`src/rtl/fetch_pkg.sv`:
```
// Shared types and default sizes for the fetch controller slice.
package fetch_pkg;

    localparam int DEF_D  = 12;
    localparam int DEF_W  = 9;
    localparam int DEF_CW = 16;

    typedef enum logic [1:0] {
        IDLE = 2'd0,
        RUN  = 2'd1,
        DONE = 2'd2
    } fetch_state_t;

endpackage

```
`src/rtl/fetch_next_pc.sv`:
```
// Next-PC selection: sequential increment, absolute branch or PC-relative branch.
module fetch_next_pc
    import fetch_pkg::*;
#(
    parameter int D = DEF_D
) (
    input  logic [D-1:0] i_address,
    input  logic [D-1:0] i_instr_pc,
    input  logic         i_branch_en,
    input  logic         i_branch_rel,
    input  logic [D-1:0] i_branch_target,
    output logic [D-1:0] o_next_pc
);

    // Relative offsets are taken from the branching instruction's own address,
    // and all additions wrap modulo 2^D.
    always_comb begin
        o_next_pc = i_address + D'(1);
        if (i_branch_en) begin
            if (i_branch_rel) begin
                o_next_pc = i_instr_pc + i_branch_target;
            end else begin
                o_next_pc = i_branch_target;
            end
        end
    end

endmodule

```
`src/rtl/fetch_controller.sv`:
```
// Program-counter sequencer: drives the ROM address, registers the fetched word, and runs start/halt.
module fetch_controller
    import fetch_pkg::*;
#(
    parameter int             D          = DEF_D,
    parameter int             W          = DEF_W,
    parameter logic [D-1:0]   START_ADDR = '0,
    parameter int             CW         = DEF_CW
) (
    input  logic          i_clk,
    input  logic          i_reset_n,
    input  logic          i_start,
    input  logic          i_stall,
    input  logic          i_branch_en,
    input  logic          i_branch_rel,
    input  logic [D-1:0]  i_branch_target,
    input  logic          i_halt,
    input  logic [W-1:0]  i_machine_code,
    output logic [D-1:0]  o_address,
    output logic [W-1:0]  o_instr,
    output logic [D-1:0]  o_instr_pc,
    output logic          o_instr_valid,
    output logic          o_busy,
    output logic          o_done,
    output logic [CW-1:0] o_cycle_count
);

    fetch_state_t  r_state;
    logic [D-1:0]  r_address;
    logic [W-1:0]  r_instr;
    logic [D-1:0]  r_instr_pc;
    logic          r_instr_valid;
    logic          r_busy;
    logic          r_done;
    logic [CW-1:0] r_cycle_count;

    logic          w_take_branch;
    logic [D-1:0]  w_next_pc;

    // Branches are only honoured against a live instruction in the IR.
    assign w_take_branch = i_branch_en & r_instr_valid;

    fetch_next_pc #(
        .D(D)
    ) u_next_pc (
        .i_address       (r_address),
        .i_instr_pc      (r_instr_pc),
        .i_branch_en     (w_take_branch),
        .i_branch_rel    (i_branch_rel),
        .i_branch_target (i_branch_target),
        .o_next_pc       (w_next_pc)
    );

    always_ff @(posedge i_clk) begin
        if (!i_reset_n) begin
            r_state       <= IDLE;
            r_address     <= START_ADDR;
            r_instr       <= '0;
            r_instr_pc    <= '0;
            r_instr_valid <= 1'b0;
            r_busy        <= 1'b0;
            r_done        <= 1'b0;
            r_cycle_count <= '0;
        end else begin
            case (r_state)
                IDLE, DONE: begin
                    if (i_start) begin
                        r_state       <= RUN;
                        r_address     <= START_ADDR;
                        r_instr_valid <= 1'b0;
                        r_busy        <= 1'b1;
                        r_done        <= 1'b0;
                        r_cycle_count <= '0;
                    end
                end
                RUN: begin
                    if (!i_stall) begin
                        if (r_cycle_count != '1) begin
                            r_cycle_count <= r_cycle_count + CW'(1);
                        end
                        if (i_halt && r_instr_valid) begin
                            r_state       <= DONE;
                            r_instr_valid <= 1'b0;
                            r_busy        <= 1'b0;
                            r_done        <= 1'b1;
                        end else begin
                            // A taken branch still loads the IR but marks the word as a bubble.
                            r_instr       <= i_machine_code;
                            r_instr_pc    <= r_address;
                            r_instr_valid <= !w_take_branch;
                            r_address     <= w_next_pc;
                        end
                    end
                end
                default: begin
                    r_state <= IDLE;
                    r_busy  <= 1'b0;
                    r_done  <= 1'b0;
                end
            endcase
        end
    end

    assign o_address     = r_address;
    assign o_instr       = r_instr;
    assign o_instr_pc    = r_instr_pc;
    assign o_instr_valid = r_instr_valid;
    assign o_busy        = r_busy;
    assign o_done        = r_done;
    assign o_cycle_count = r_cycle_count;

endmodule

```
`config.mk`:
```
export PLATFORM = sky130hd
export DESIGN_NAME = fetch_controller
export DESIGN_NICKNAME = d
export VERILOG_FILES = /design/src/rtl/fetch_pkg.sv /design/src/rtl/fetch_next_pc.sv /design/src/rtl/fetch_controller.sv
export SDC_FILE = /design/constraint.sdc
export NUM_CORES = 1
export LEC_CHECK = 0
export CAP_MARGIN = 5
export CORE_MARGIN = 2
export CORE_UTILIZATION = 42
export CTS_CLUSTER_SIZE = 10
export DETAILED_ROUTE_END_ITERATION = 6
export PLACE_DENSITY = 0.75
export SLEW_MARGIN = 40
export SYNTH_ARGS = -nofsm -noshare
export SYNTH_HDL_FRONTEND = slang
export SYNTH_SLANG_ARGS = --single-unit
```
`constraint.sdc`:
```
create_clock -name i_clk -period 5.3 [get_ports i_clk]
set_clock_uncertainty 0.2 [all_clocks]
set_input_delay 1.325 -clock i_clk [delete_from_list [all_inputs] [get_ports i_clk]]
set_output_delay 1.325 -clock i_clk [all_outputs]
set_load 0.01 [all_outputs]
```
==> results of run 1 <==
cells by family (layout without fill, tap and decap cells):
family | Yosys count | after routing
AO/OA/AOI/OAI | 102 | 102
flip-flops | 53 | 53
XOR/XNOR | 19 | 19
buffers and inverters | 24 | 95
adder cells (fa/ha/maj) | 14 | 14
AND/OR/NAND/NOR | 190 | 190
multiplexers | 6 | 6
worst max-delay path: stages:
cell             delay (ps)
clkdlybuf4s50_1         450
or3b_4                  420
a21oi_4                 620
nand2_4                 180
nor4_4                  330
nand2_1                 110
o211ai_2                170
worst max-delay path by stage:
stage | slack, ps | cells after the start | to | from
2_1_floorplan | 2100 | 8 | o_address[8] | i_branch_target[0]
3_3_place_gp | 1500 | 9 | o_address[8] | i_branch_target[0]
3_5_place_dp | 1390 | 7 | o_address[9] | i_stall
4_1_cts | 1730 | 7 | o_address[9] | i_stall
5_1_grt | 1570 | 9 | o_address[8] | i_branch_target[0]
6_report | 1740 | 7 | o_address[9] | i_stall
layout make-up:
class	count	area, um^2	area share [%]
Multi-Input combinational cell	331	2020	49.0
Sequential cell	53	1060	25.7
Timing Repair Buffer	81	801	19.4
Tap cell	99	124	3.00
Clock buffer	6	82.6	2.00
Inverter	6	22.5	0.546
Clock inverter	2	13.8	0.334
flip-flops by register name, summed over array words and instances (netlist names):
| register | flops |
|---|---|
| r_state | 2 |
| o_instr | 9 |
| o_instr_pc | 12 |
| o_busy | 1 |
| o_cycle_count | 16 |
| o_address | 12 |
| o_instr_valid | 1 |
cells in the final DEF, fill, tap and decap left out, types with 9 or more instances in the layout:
| cell | synthesis | routed |
|---|---|---|
| nor2_1 | 43 | 43 |
| a21oi_1 | 17 | 17 |
| nor3_1 | 14 | 14 |
| a21o_1 | 9 | 9 |
| nand2_1 | 71 | 70 |
| o21ai_0 | 21 | 21 |
| clkdlybuf4s50_1 | 0 | 78 |
| dfxtp_1 | 53 | 53 |
| ha_1 | 13 | 13 |
| a21boi_0 | 24 | 24 |
| nand3_1 | 17 | 17 |
| xnor2_1 | 16 | 16 |
power by group through the flow:
stage	registers (mW)	logic [mW]	clock network, mW
after floorplan	0.422	0.0556	0
after global placement	0.420	0.107	0
after detailed placement	0.421	0.108	0
after CTS	0.411	0.109	0.252
after global routing	0.412	0.118	0.266
final	0.411	0.108	0.246
stage by stage:
step | cells | hold slack (ps)
after floorplan | 408 | 288
after global placement | 570 | 250
final | 578 | 268
after detailed placement | 570 | 259
after global routing | 578 | 295
after CTS | 578 | 275
routing by layer:
metal	wire length, um	part of all wire, %	track usage, %	up-vias
li1	-	-	-	1590
met1	3800	44	26.9	1489
met2	4050	47	33.4	102
met3	631	7.4	5.09	11
met4	99	1.2	5.68	0
met5	0	0	0	-
==> results.sh, run 1 <==
export IMPL_maxSlewViolCount=0
export IMPL_yosys_area_share_simple_pct=28.5
export IMPL_grt_use_total_pct=20.5
export IMPL_synth_area_leaders="dfxtp_1, nand2_1, a21boi_0"
export IMPL_synth_edff_count=0
export IMPL_synth_compound_area_share_pct=22.2
export IMPL_worstPathArrival_ps=3600
export IMPL_core_area_um2=7290
export IMPL_ys_ff_latch=53
export IMPL_async_reset_ff_share_pct=0
export IMPL_vias=3192
export IMPL_drtPass1Iterations=5
export IMPL_cts_hold_buffers=0
export IMPL_crit_fanout=27
export IMPL_die_h_um=90.9
export IMPL_ff2ff_setup_slack_ps=2740
export IMPL_hold_violations=0
export IMPL_min_to="o_instr[0]"
export IMPL_endpoint_kind="flip-flop"
export IMPL_wire_per_inst_um=14.9
export IMPL_cts_tree="built"
export IMPL_yosys_area_share_adder_pct=5.76
export IMPL_switching_share_pct=26.6
export IMPL_timing_rr_start="r_state[0]"
export IMPL_drc_errors=0
export IMPL_port_buffers=79
export IMPL_clock_sinks=53
export IMPL_synth_top_area_share_pct=33.4
export IMPL_peakVddDrop_mv=0.118
export IMPL_syn_instance_count=408
export IMPL_power_uw=766
export IMPL_final_nets=520
export IMPL_cts_root_buf="clkbuf_8"
export IMPL_status="finished, final reports clean"
export IMPL_wl_mm=8.58
export IMPL_die_area_um2=8270
export IMPL_path_clk_slew_ps=100
export IMPL_power_frac_clock_pct=32.2
export IMPL_drtAntennaViolNets=0
export IMPL_ys_types=55
export IMPL_clkLatencyLatePin_ps=320
export IMPL_fillers=696
export IMPL_max_slew_margin_pct=48.1
export IMPL_stdcell_area_um2=4130
export IMPL_placementRows=31
export IMPL_synth_xor_area_share_pct=5.24
export IMPL_die_w_um=90.9
export IMPL_fin_setup_tns_ps=0
export IMPL_grt_pass1_vias=2922
export IMPL_p_seq_share_pct=53.7
export IMPL_whs_path_depth=2
export IMPL_rr_endpoint="o_address[9]"
export IMPL_period_needed_ps=3560
export IMPL_antenna_found_initial=0
export IMPL_syn_area_per_cell_um2=7.78
export IMPL_cts_resized=0
export IMPL_hp_start="o_instr[0]"
export IMPL_synth_top_family_by_area="simple AND/OR/NAND/NOR gates"
export IMPL_min_path_type="reg -> reg"
export IMPL_yosysTopAreaCell="dfxtp_1"
export IMPL_first_iter_violations=218
export IMPL_num_antenna_cells=0
export IMPL_reg2reg_depth=6
export IMPL_vias_per_cell=5.52
export IMPL_globalplace_congestion=0.872
export IMPL_maxCapViolCount=0
export IMPL_postCtsSetupBuffers=0
export IMPL_synthTopCellsByCount="nand2_1, dfxtp_1, nor2_1, a21boi_0, o21ai_0"
export IMPL_place_ws_ps=1390
export IMPL_pwr_share_comb_pct=14.1
export IMPL_synthMuxAreaShare_pct=1.89
export IMPL_rsz0062_at_grt="no"
export IMPL_synth_fp_nets=450
export IMPL_ys_seq_area_share_pct=33.4
export IMPL_final_util_pct=56.6
export IMPL_cp_start_kind="primary input"
export IMPL_ys_warn_count=0
export IMPL_p_int_uw=562
export IMPL_area_growth_pct=30.0
export IMPL_ios=80
export IMPL_fmax_mhz=281
export IMPL_layout_drive_gt1_share_pct=3.55
export IMPL_finalSetupViolations=0
export IMPL_max_slew_worst_pin_slew_ps=777
export IMPL_dp_hpwl_mm=6.27
export IMPL_grt_pass1_wl_mm=14.1
export IMPL_power_switching_uw=204
export IMPL_grt_ovfl_total=0
export IMPL_cts_buffers_inserted=5
export IMPL_synth_top_flop_cell="dfxtp_1"
export IMPL_layout_setup_ws_ps=1740
export IMPL_synth_cell_area_um2=3170
export IMPL_crit_required_ps=5350
export IMPL_grt_max_degree=40
export IMPL_period_share_pct=67.1
export IMPL_ctsLongestPathBuffers=2
export IMPL_htreeDepth=2
export IMPL_p_leak_nw=1.46
export IMPL_power_density_nw_per_um2=186
export IMPL_postPlaceCellArea_um2=4030
export IMPL_start_util_pct=43.5
export IMPL_yosysMostFrequentCell="nand2_1"
export IMPL_critPathKind="in -> reg"
Power figures use the tool's default switching activity.
==> inputs of run 2 (changes only) <==
- PLACE_DENSITY: 0.75 -> 0.78
- clock period: 5.3 -> 3.2 ns (I/O delays scaled with it)
==> run 2 against run 1 <==
Non-clock buffer count grew 8. Worst setup slack lost 1600 ps. Clock power grew 96%. Die area is the same. Sequential share of layout area shrank 0.50 points. Critical path depth grew 2. First-iteration DRC count shrank 45%. Largest cell class unchanged. Highest routed layer unchanged.
==> results.sh, run 2 (same netlist as run 1, synthesis figures left out) <==
export IMPL_status="finished, final reports clean"
export IMPL_ctsLongestPathBuffers=2
export IMPL_maxSlewViolCount=0
export IMPL_vias_per_cell=5.56
export IMPL_grt_pass1_vias=3103
export IMPL_power_mw=1.35
export IMPL_layout_commonest_cell="clkdlybuf4s50_1"
export IMPL_cts_hold_buffers=0
export IMPL_antenna_found_initial=0
export IMPL_globalplace_congestion=0.871
export IMPL_fillers=708
export IMPL_fmax_mhz=325
export IMPL_worstPathArrival_ps=3110
export IMPL_postCtsSetupBuffers=0
export IMPL_multi_input_area_um2=2020
export IMPL_cts_root_buf="clkbuf_8"
export IMPL_power_frac_clock_pct=35.7
export IMPL_fin_setup_tns_ps=0
export IMPL_clkLatencyLatePin_ps=310
export IMPL_cp_start_kind="primary input"
export IMPL_drtPass1Iterations=4
export IMPL_die_h_um=90.9
export IMPL_final_nets=528
export IMPL_p_seq_share_pct=50.5
export IMPL_peakVddDrop_mv=0.191
export IMPL_hold_violations=0
export IMPL_start_util_pct=43.5
export IMPL_rsz0062_at_grt="no"
export IMPL_cp_cell_sequence="clkdlybuf4s50_1 -> ha_1 -> fa_1 -> a211oi_1 -> o21ai_0 -> o2111ai_1 -> mux2i_1 -> o21ai_0 -> o211ai_1"
export IMPL_first_iter_violations=120
export IMPL_path_clk_slew_ps=90
export IMPL_stdcell_area_um2=4210
export IMPL_htreeDepth=2
export IMPL_layout_drive_gt1_share_pct=4.52
export IMPL_regArea_um2=1060
export IMPL_drc_errors=0
export IMPL_cts_buffers_inserted=5
export IMPL_route_met3_wl_um=510
export IMPL_crit_required_ps=3230
export IMPL_placementRows=31
export IMPL_largest_register_ffs=16
export IMPL_top_layer="met4"
export IMPL_wl_met2_mm=4.18
export IMPL_critPathKind="in -> reg"
export IMPL_period_share_pct=96.2
export IMPL_die_w_um=90.9
export IMPL_p_leak_nw=1.51
export IMPL_ios=80
export IMPL_switching_share_pct=24.6
export IMPL_max_slew_worst_pin_slew_ps=576
export IMPL_endpoint_kind="flip-flop"
export IMPL_power_density_nw_per_um2=320
export IMPL_core_area_um2=7290
export IMPL_cts_resized=0
export IMPL_maxCapViolCount=0
export IMPL_num_antenna_cells=0
export IMPL_grt_pass1_wl_mm=14.4
export IMPL_vias=3256
export IMPL_port_buffers=79
export IMPL_slowest_stage="fa_1"
export IMPL_cpMostUsedCell="o21ai_0"
export IMPL_min_path_type="reg -> reg"
export IMPL_mostFrequentLayoutCells="clkdlybuf4s50_1, nand2_1, dfxtp_1, nor2_1, a21boi_0"
export IMPL_final_util_pct=57.7
export IMPL_power_switching_uw=332
export IMPL_p_int_mw=1.02
export IMPL_die_area_um2=8270
export IMPL_clock_sinks=53
export IMPL_wire_per_inst_um=14.5
export IMPL_grt_use_total_pct=20.9
export IMPL_area_growth_pct=32.6
export IMPL_dp_hpwl_mm=6.45
export IMPL_wl_mm=8.52
export IMPL_cts_tree="built"
export IMPL_max_slew_margin_pct=61.2
export IMPL_grt_max_degree=22
export IMPL_postPlaceCellArea_um2=4090
export IMPL_whs_ps=271
export IMPL_finalSetupViolations=0
export IMPL_slowest_delay_ps=440
export IMPL_drtAntennaViolNets=0
export IMPL_crit_fanout=3
export IMPL_pwr_share_comb_pct=13.8
export IMPL_met1_length_mm=3.76
export IMPL_grt_ovfl_total=0
export IMPL_period_needed_ps=3080
## run 2: worst max-delay path, delay by kind of cell
kind / cells / cell delay, ps
compound gates: 5 / 940
fa+ha+maj: 2 / 690
buf+inv: 1 / 430
mux: 1 / 260
## run 2: per-stage QoR
step	instances	setup slack, ps
after CTS	586	144
after global routing	586	2.62
after floorplan	408	526
after detailed placement	578	-156
final	586	123
after global placement	578	-73.7
## run 2: path summary, 6_finish.rpt
| path | depth (start not counted) | slack, ps | startpoint | to |
|---|---|---|---|---|
| max | 9 | 120 | i_branch_target[0] | o_address[8] |
| min reg2reg | 2 | 270 | o_instr[0] | o_instr[0] |
| min | 2 | 270 | o_instr[0] | o_instr[0] |
| max reg2reg | 8 | 720 | o_instr_pc[0] | o_address[8] |
## run 2: area by class of cell
cell class	count	area share, %
clock buffer	7	2.05
clock inverter	1	0.713
inverter	6	0.535
multi-input combinational	331	48.0
sequential	53	25.2
tap	99	2.94
timing repair buffer	89	20.6
## run 2: power groups by stage
stage	clock (mW)	combinational, mW	sequential, mW
after floorplan	0	0.0922	0.699
after global placement	0	0.184	0.696
after detailed placement	0	0.186	0.696
after CTS	0.489	0.187	0.681
after global routing	0.512	0.205	0.683
final	0.481	0.187	0.681
## run 2: metal layers
metal  track usage (%)  up-vias
met5                 0        -
met2              37.0       84
met1              25.7     1559
li1                  -     1606
met3              4.42        7
met4              5.18        0
==> inputs of run 3 (changes only) <==
- CORE_UTILIZATION: 42 -> 43
- PLACE_DENSITY: 0.78 -> 0.79
==> run 3 against run 2 <==
Sequential power about the same. Wire length increased by 3.2%. Critical path type unchanged. Largest power group unchanged. Clock power increased by 1%.
==> results.sh, run 3 (same netlist as run 1, synthesis figures left out) <==
export IMPL_layout_commonest_cell="clkdlybuf4s50_1"
export IMPL_timing_rr_start="o_instr_pc[0]"
export IMPL_crit_required_ps=3240
export IMPL_layout_setup_ws_ps=222
export IMPL_crit_fanout=3
export IMPL_final_util_pct=58.7
export IMPL_placementRows=31
export IMPL_port_buffers=79
export IMPL_clock_sinks=53
export IMPL_status="finished, final reports clean"
export IMPL_wire_per_inst_um=14.9
export IMPL_wl_met2_mm=4.10
export IMPL_die_w_um=89.9
export IMPL_cts_hold_buffers=0
export IMPL_ctsLongestPathBuffers=2
export IMPL_rsz0062_at_grt="no"
export IMPL_vias=3225
export IMPL_slowest_stage="clkdlybuf4s50_1"
export IMPL_critPathKind="in -> reg"
export IMPL_grt_pass1_vias=3090
export IMPL_area_growth_pct=33.5
export IMPL_die_area_um2=8080
export IMPL_whs_path_depth=2
export IMPL_clkLatencyLatePin_ps=310
export IMPL_route_met3_wl_um=546
export IMPL_max_slew_margin_pct=55.3
export IMPL_place_ws_ps=-136
export IMPL_top_layer="met4"
export IMPL_drc_errors=0
export IMPL_first_iter_violations=191
export IMPL_cp_cell_sequence="clkdlybuf4s50_1 -> ha_1 -> fa_1 -> a211oi_2 -> o21ai_0 -> o2111ai_1 -> mux2i_1 -> o21ai_0 -> o211ai_1"
export IMPL_antenna_found_initial=0
export IMPL_drtPass1Iterations=4
export IMPL_max_slew_worst_pin_slew_ps=665
export IMPL_globalplace_congestion=0.900
export IMPL_grt_use_total_pct=21.5
export IMPL_cpMostUsedCell="o21ai_0"
export IMPL_finalSetupViolations=0
export IMPL_min_path_type="reg -> reg"
export IMPL_final_nets=531
export IMPL_cp_start_kind="primary input"
export IMPL_start_util_pct=44.0
export IMPL_ios=80
export IMPL_met1_length_mm=4.03
export IMPL_instances_no_fill=589
export IMPL_peakVddDrop_mv=0.190
export IMPL_cts_tree="built"
export IMPL_slowest_delay_ps=440
export IMPL_hold_violations=0
export IMPL_grt_pass1_wl_mm=14.6
export IMPL_dp_hpwl_mm=6.58
export IMPL_core_area_um2=7210
export IMPL_period_needed_ps=2980
export IMPL_cts_root_buf="clkbuf_8"
export IMPL_largest_register_ffs=16
export IMPL_num_antenna_cells=0
export IMPL_min_to="o_instr[7]"
export IMPL_maxCapViolCount=0
export IMPL_grt_ovfl_total=0
export IMPL_power_density_nw_per_um2=321
export IMPL_die_h_um=89.9
export IMPL_fmax_mhz=336
export IMPL_drtAntennaViolNets=0
export IMPL_htreeDepth=2
export IMPL_post_place_cells=581
export IMPL_vias_per_cell=5.48
export IMPL_maxSlewViolCount=0
export IMPL_path_clk_slew_ps=100
export IMPL_layout_drive_gt1_share_pct=5.31
export IMPL_ff2ff_setup_slack_ps=830
export IMPL_mostFrequentLayoutCells="clkdlybuf4s50_1, nand2_1, dfxtp_1, nor2_1, a21boi_0"
export IMPL_cts_buffers_inserted=5
export IMPL_worstPathArrival_ps=3020
export IMPL_period_share_pct=93.0
export IMPL_hp_start="o_instr[7]"
export IMPL_rr_endpoint="o_address[8]"
export IMPL_wl_mm=8.80
export IMPL_p_leak_nw=1.52
export IMPL_reg2reg_depth=8
export IMPL_grt_max_degree=27
export IMPL_endpoint_kind="flip-flop"
-- run 3: changes by cell type in the layout (fill, tap and decap cells not counted) --
cell,before,now
a211oi_1,4,3
a211oi_2,0,1
buf_4,10,13
-- run 3: per-layer routing --
metal,up-vias,global-route usage (%)
met4,0,6.41
met5,-,0
met1,1500,27.5
met2,102,36.2
met3,14,5.28
li1,1609,-
-- run 3: layout make-up --
cell class	instances	area, um^2
multi-input combinational	331	2020
sequential	53	1060
tap	99	124
clock inverter	1	30.0
timing repair buffer	92	888
inverter	6	22.5
clock buffer	7	86.3
fill	669	2980
-- run 3: metrics by stage --
stage               hold WS (ps)  power [mW]  area [um^2]  setup TNS (ps)
global route                 290        1.41         4240               0
detailed placement           262       0.888         4120            -259
floorplan                    288       0.791         3170               0
global placement             251       0.884         4120           -64.7
CTS                          275        1.37         4230               0
finish                       270        1.36         4240               0
-- run 3: worst max-delay path, delay by kind of cell --
kind / cells / cell delay [ps]
AOI/OAI and AO/OA: 5 / 810
adders and majority gates: 2 / 680
buffers and inverters: 1 / 440
muxes: 1 / 280
-- run 3: timing repair --
action                     CTS  global route
gates resized for setup      0             1
hold endpoints to repair     0             0
setup buffers                0             0
setup endpoints to repair    0             1
-- run 3: worst max-delay path by stage --
stage | slack [ps] | cells past startpoint | startpoint | to
finish | 220 | 9 | i_branch_target[0] | o_address[8]
global route | 100 | 9 | i_branch_target[0] | o_address[8]
CTS | 160 | 9 | i_branch_target[0] | o_address[8]
detailed placement | -140 | 9 | i_branch_target[0] | o_address[8]
global placement | -60 | 9 | i_branch_target[0] | o_address[8]
floorplan | 530 | 8 | i_branch_target[0] | o_address[8]
-- run 3: report_power, final --
| part | switching, mW | leakage (nW) | internal (mW) |
|---|---|---|---|
| combinational | 0.0987 | 1.04 | 0.0942 |
| clock | 0.231 | 0.0585 | 0.256 |
| sequential | 0.0120 | 0.428 | 0.670 |
